**config.mk**
```make
export PLATFORM = sky130hd
export DESIGN_NAME = phantom_clock
export DESIGN_NICKNAME = d
export VERILOG_FILES = /design/src/rtl/phantom_clock.sv
export SDC_FILE = /design/constraint.sdc
export NUM_CORES = 1
export LEC_CHECK = 0
export CAP_MARGIN = 20
export CORE_ASPECT_RATIO = 1.2
export CORE_UTILIZATION = 57
export DETAILED_ROUTE_END_ITERATION = 7
export PLACE_DENSITY_LB_ADDON = 0.1
export SYNTH_ARGS = -nofsm -noshare
export SYNTH_HDL_FRONTEND = slang
export SYNTH_SLANG_ARGS = --single-unit
```
**constraint.sdc**
```tcl
create_clock -name C7M -period 2.45 [get_ports C7M]
set_clock_uncertainty 0.2 [all_clocks]
set_input_delay 0.3675 -clock C7M [delete_from_list [all_inputs] [get_ports C7M]]
set_output_delay 0.3675 -clock C7M [all_outputs]
set_load 0.02 [all_outputs]
```
**src/rtl/phantom_clock.sv**
```systemverilog
// Phantom real-time clock: unlocks on a 64-bit serial pattern on D0 and then
// steals 64 accesses to stream BCD time in or out. Optional calendar: PHANTOM_CALENDAR_EN.
module phantom_clock #(
   parameter int TICK_DIV = 71591
) (
   input  logic C7M,
   input  logic RES,
   input  logic nCS,
   input  logic nWE,
   input  logic DIN,
   output logic RAMROMCSgb,
   output logic DOUT,
   output logic DOE,
   output logic ACTIVE
);

   localparam int DW = (TICK_DIV > 1) ? $clog2(TICK_DIV) : 1;
   localparam logic [DW-1:0] DIV_MAX    = DW'(TICK_DIV - 1);
   localparam logic [63:0]   PATTERN    = 64'h5CA33AC5_5CA33AC5;
   localparam logic [63:0]   RESET_TIME = 64'h00_01_01_01_00_00_00_00;

   typedef enum logic {HUNT, XFER} state_t;

   state_t         state, state_next;
   logic           prev_ncs, acc_open, wes, ds;
   logic [5:0]     ptr, idx;
   logic [63:0]    snap, shadow, shadow_next, time_reg, time_next;
   logic [DW-1:0]  div;
   logic           acc_end, is_write, match, gate, tick, commit;

   function automatic logic [7:0] bcd_inc(input logic [7:0] v);
      if (v[3:0] == 4'd9)
         bcd_inc = {v[7:4] + 4'd1, 4'd0};
      else
         bcd_inc = {v[7:4], v[3:0] + 4'd1};
   endfunction

`ifdef PHANTOM_CALENDAR_EN
   logic [7:0] date_max;

   // Divisible by four in BCD: even tens with units 0/4/8, odd tens with 2/6.
   function automatic logic leap_year(input logic [7:0] y);
      if (y[4])
         leap_year = (y[3:0] == 4'd2) || (y[3:0] == 4'd6);
      else
         leap_year = (y[3:0] == 4'd0) || (y[3:0] == 4'd4) || (y[3:0] == 4'd8);
   endfunction
`endif

   // An access only counts if its falling edge was seen after a high cycle.
   assign acc_end    = nCS & ~prev_ncs & acc_open;
   assign is_write   = ~wes;
   assign match      = (ds == PATTERN[ptr]);
   assign gate       = (state == XFER);
   assign tick       = (div == DIV_MAX);
   assign commit     = acc_end & gate & (idx == 6'd63) & is_write;

   assign RAMROMCSgb = ~nCS & ~gate;
   assign DOE        = gate & ~nCS & nWE;
   assign DOUT       = gate & snap[idx];
   assign ACTIVE     = gate;

   always_comb begin
      state_next = state;
      if (acc_end) begin
         case (state)
            HUNT:    if (is_write && match && ptr == 6'd63) state_next = XFER;
            XFER:    if (idx == 6'd63) state_next = HUNT;
            default: state_next = HUNT;
         endcase
      end
   end

   always_comb begin
      shadow_next = shadow;
      if (is_write)
         shadow_next[idx] = ds;
   end

   // Rollover compares for equality so out-of-range values still wrap eventually.
   always_comb begin
      time_next = time_reg;
`ifdef PHANTOM_CALENDAR_EN
      case (time_reg[55:48])
         8'h02:                      date_max = leap_year(time_reg[63:56]) ? 8'h29 : 8'h28;
         8'h04, 8'h06, 8'h09, 8'h11: date_max = 8'h30;
         default:                    date_max = 8'h31;
      endcase
`endif
      if (tick) begin
         time_next[7:0] = bcd_inc(time_reg[7:0]);
         if (time_reg[7:0] == 8'h99) begin
            time_next[7:0]   = 8'h00;
            time_next[15:8]  = bcd_inc(time_reg[15:8]);
            if (time_reg[15:8] == 8'h59) begin
               time_next[15:8]  = 8'h00;
               time_next[23:16] = bcd_inc(time_reg[23:16]);
               if (time_reg[23:16] == 8'h59) begin
                  time_next[23:16] = 8'h00;
                  time_next[31:24] = bcd_inc(time_reg[31:24]);
                  if (time_reg[31:24] == 8'h23) begin
                     time_next[31:24] = 8'h00;
                     time_next[39:32] = (time_reg[39:32] == 8'h07) ? 8'h01 : bcd_inc(time_reg[39:32]);
`ifdef PHANTOM_CALENDAR_EN
                     time_next[47:40] = bcd_inc(time_reg[47:40]);
                     if (time_reg[47:40] == date_max) begin
                        time_next[47:40] = 8'h01;
                        time_next[55:48] = bcd_inc(time_reg[55:48]);
                        if (time_reg[55:48] == 8'h12) begin
                           time_next[55:48] = 8'h01;
                           time_next[63:56] = (time_reg[63:56] == 8'h99) ? 8'h00 : bcd_inc(time_reg[63:56]);
                        end
                     end
`endif
                  end
               end
            end
         end
      end
   end

   always_ff @(posedge C7M) begin
      if (RES)
         state <= HUNT;
      else
         state <= state_next;
   end

   always_ff @(posedge C7M) begin
      if (RES) begin
         prev_ncs <= 1'b0;
         acc_open <= 1'b0;
         wes      <= 1'b1;
         ds       <= 1'b0;
         ptr      <= 6'd0;
         idx      <= 6'd0;
         snap     <= 64'd0;
         shadow   <= 64'd0;
         div      <= '0;
         time_reg <= RESET_TIME;
      end else begin
         prev_ncs <= nCS;
         if (!nCS) begin
            wes <= nWE;
            ds  <= DIN;
            if (prev_ncs)
               acc_open <= 1'b1;
         end else if (acc_end) begin
            acc_open <= 1'b0;
         end

         if (acc_end) begin
            if (!gate) begin
               if (is_write && match) begin
                  if (ptr == 6'd63) begin
                     ptr    <= 6'd0;
                     idx    <= 6'd0;
                     snap   <= time_reg;
                     shadow <= time_reg;
                  end else begin
                     ptr <= ptr + 6'd1;
                  end
               end else if (is_write) begin
                  ptr <= (ds == PATTERN[0]) ? 6'd1 : 6'd0;
               end else begin
                  ptr <= 6'd0;
               end
            end else begin
               shadow <= shadow_next;
               idx    <= idx + 6'd1;
               if (idx == 6'd63)
                  ptr <= 6'd0;
            end
         end

         // A commit replaces the live time and swallows a coincident tick.
         if (commit) begin
            time_reg <= shadow_next;
            div      <= '0;
         end else begin
            time_reg <= time_next;
            div      <= tick ? '0 : div + DW'(1);
         end
      end
   end

endmodule

```
==> metrics <==
outcome=complete, but fails checks; violated checks=negative setup slack; max-cap violations=0; synthesized area per cell=between 7 and 8 um^2; CP bufs+invs=3; RSZ-0062 raised after global routing=yes; Sequential Power Share=around 47%; Port Buffers=8; Sw Share=between 20% and 30%; Die Y=between 150 and 200 um; Routed Antenna Nets=0; Avg Vias per Cell=roughly 6; Setup Viol. Count Final=63; Die W=133 um; Distinct cells, synth=around 80; Comb pwr share=2.6%; Routed WL=around 36000 um; Arrival @ worst endpoint=~2.5 ns; Clock Tree Buf Depth=3; Placer Congestion=between 0.8 and 0.9; FF/Latch Area=~4600 um^2; ANT cells=0; Routed WL per cell=roughly 19 um; Tcrit/Tclk final=124%; CTS buffer count=25; CP endpoint kind=primary output; drt pass-1 iters=5; area of the multi-input gates=just under 8000 um^2; clk root buf=clkbuf_16; static leakage=approximately 5.7 nW; maximum VDD drop=around 560 uV; Sink Count=227; Worst Hold Slack=0.248 ns; FILL cells=between 1000 and 1500; H-tree Lvls=1; Mapped Area=~12000 um^2; Residual DRC=0; Crit Path Category=reg -> out; EDFF count, synth=0; pin count of the biggest net entering global routing=between 100 and 150; Fmax=around 330 MHz; Async S/R FF share, synth=0%; Final Hold Vio Count=0; CP Launch Type=register; Core ar.=between 20000 and 25000 um^2; fin crit period=roughly 3.0 ns; Clk Latency, worst-skew pair=approximately 0.53 ns; Initial Util=about three fifths; cells along the critical path=buf_8, buf_6, mux2i_4, nor3_1, a311oi_2, nor3_2, a221oi_2, a41oi_2, buf_4; # IOs=9; slowest cell on the critical path=dfxtp_2; Total Routing Usage GR=a little under a third; post-route setup slack=-0.593 ns; Vias=about 11000; Power Density=roughly 500 nW/um^2; Power Internal=a little over 6 mW; CP required=about 1.9 ns; starting DRC count in detailed routing=903; Final Non-Filler Cells=about 1900; Sw Pwr=between 1.5 and 2 mW; Hold/Removal Path Class=in -> reg; clock power share=about half; post-route design area=about 16000 um^2; Mapped Cells=roughly 1500; slowest stage delay, CP=0.35 ns; Syn Nets=about 1500; die area=21100 um^2; Final Max Tran Viols=0; area delta synth->final=33.0%; grt ovf=0; CP delay by family, top=compound AO/OA/AOI/OAI gates; Placed Cells=roughly 1800; nets=about 1600; vias in the first global route=10600; initial antenna violation count=0; first-pass GRT wire length=roughly 53000 um; HPWL after DPL=~21000 um; Placed Instance Area=roughly 13000 um^2; Critical Path Fanout Max=8; YS warnings=0; CTS tree=built; #FFs+latches synth=around 230; clock-pin slew on the worst setup and hold paths=about 0.06 ns; Seq/Total Area, Yosys=between 30% and 40%; Worst Tran Pin Value=around 0.74 ns; max-slew headroom at the worst pin=between 50 and 60%; ys flop type=dfxtp_1; share of post-route cells with drive strength above 1=approximately 28%; FP Rows=57
==> path summary, 6_finish.rpt <==
| kind | start | end | slack [ns] | cells after the start |
|---|---|---|---|---|
| hold reg to reg | snap[45]$_SDFFE_PP0P_ | snap[45]$_SDFFE_PP0P_ | 0.25 | 2 |
| setup / recovery | idx[1]$_SDFFE_PP0P_ | DOUT | -0.59 | 9 |
| hold / removal | nWE | wes$_SDFFE_PP1N_ | 0.25 | 3 |
| setup reg to reg | idx[1]$_SDFFE_PP0P_ | register | -0.26 | 12 |
==> cell usage in the layout, fill, tap and decap left out, drive strengths merged, types with 7 or more instances in the layout <==
cell    netlist  final
o21ai        48     48
a211oi       98     98
nand2       247    247
and3         12     12
a21oi       185    185
buf          41    186
mux2i        76     76
ha           24     24
mux2          7      7
nor3b         7      7
and3b         7      7
nand3        30     30
nor2        218    218
o221ai       10     10
inv          24     26
nor3         23     23
mux4          7      7
xor2         10     10
dfxtp       227    227
clkbuf       69     39
==> worst reg2reg max path, stage by stage, from the launching register on <==
cell	delay, ns
dfxtp_2	0.35
buf_8	0.16
buf_8	0.14
buf_6	0.13
buf_6	0.11
ha_4	0.14
buf_6	0.10
nand4b_1	0.08
o31a_1	0.36
buf_4	0.18
or4_4	0.43
a21oi_4	0.15
xnor2_1	0.08
==> power groups by stage <==
stage                     logic, mW  clock network, mW  registers [mW]
final                         0.207               3.92            3.70
after detailed placement      0.171                  0            3.79
after global placement        0.171                  0            3.79
after global routing          0.218               4.10            3.70
after floorplan               0.102                  0            3.79
after CTS                     0.184               3.94            3.70
==> cells in the mapped netlist, types with 3 or more instances <==
library cell / number / area [um^2]
nor2_1: 218 / 818
o21ai_1: 5 / 25.0
dfxtp_1: 227 / 4540
nor3b_2: 3 / 37.5
o22ai_1: 5 / 31.3
and3_1: 12 / 75.1
a211oi_1: 97 / 728
ha_1: 24 / 300
nor3b_1: 4 / 30.0
o32ai_1: 6 / 52.6
nand2_1: 246 / 923
xor2_1: 9 / 78.8
nand3b_1: 5 / 37.5
clkbuf_1: 69 / 259
and4_1: 4 / 35.0
mux2i_1: 76 / 761
a21oi_1: 184 / 921
nor3_2: 3 / 30.0
nand2b_1: 6 / 37.5
nor3_1: 19 / 95.1
or3_1: 5 / 31.3
inv_1: 24 / 90.1
mux4_2: 7 / 158
and3b_1: 7 / 61.3
buf_1: 6 / 22.5
mux2_2: 7 / 78.8
buf_4: 6 / 45.0
nand3_1: 29 / 145
xnor2_1: 5 / 43.8
nor2b_1: 6 / 37.5
and2_1: 4 / 25.0
a31oi_1: 3 / 18.8
o221ai_1: 9 / 78.8
a22oi_1: 5 / 37.5
o21ai_0: 41 / 205
buf_2: 27 / 135
o211ai_1: 5 / 37.5
nand4_1: 4 / 25.0
==> layout make-up <==
type                    instances  area share (%)
well taps                     265            2.13
clock buffers                  34            4.61
repair buffers                198            12.9
flip-flops and latches        227            29.2
clock inverters                10           0.851
inverters                      25           0.602
multi-input cells            1117            49.7
==> metrics by stage <==
stage          total power, mW  utilization (%)  TNS, ns  setup slack (ns)
6_report                  7.83             77.3    -6.31            -0.593
2_1_floorplan             3.89                -  -0.0334           -0.0334
3_3_place_gp              3.96             63.9   -19.33            -0.503
3_5_place_dp              3.96             63.9   -22.48            -0.499
5_1_grt                   8.02             77.3   -11.94            -0.640
4_1_cts                   7.83             70.2    -3.38            -0.546
==> repair_timing <==
item	CTS	global route
pin swaps	19	116
gates cloned	3	5
endpoints found under the hold margin	6	0
resized for setup	66	269
endpoints found under the setup margin	70	184
hold buffers	1	0
setup buffers	7	36
==> routing by layer <==
| metal | vias to the layer above | track usage [%] | part of all wire, % |
|---|---|---|---|
| li1 | 5440 | - | - |
| met1 | 5586 | 39.6 | 42 |
| met2 | 355 | 52.0 | 49 |
| met3 | 97 | 4.78 | 5.5 |
| met4 | 0 | 13.6 | 4.2 |
| met5 | - | 0 | 0 |
==> cells by family (layout without fill, tap and decap cells) <==
group	Yosys count	in the layout	share of synthesized area (%)
simple gates	604	604	23.7
compound gates	383	383	20.2
flops	227	227	38.8
buf+inv	135	267	4.93
mux	90	90	8.51
fa+ha+maj	25	25	2.65
xor+xnor	15	15	1.19
Note: power is estimated with default switching activity, not from simulation.
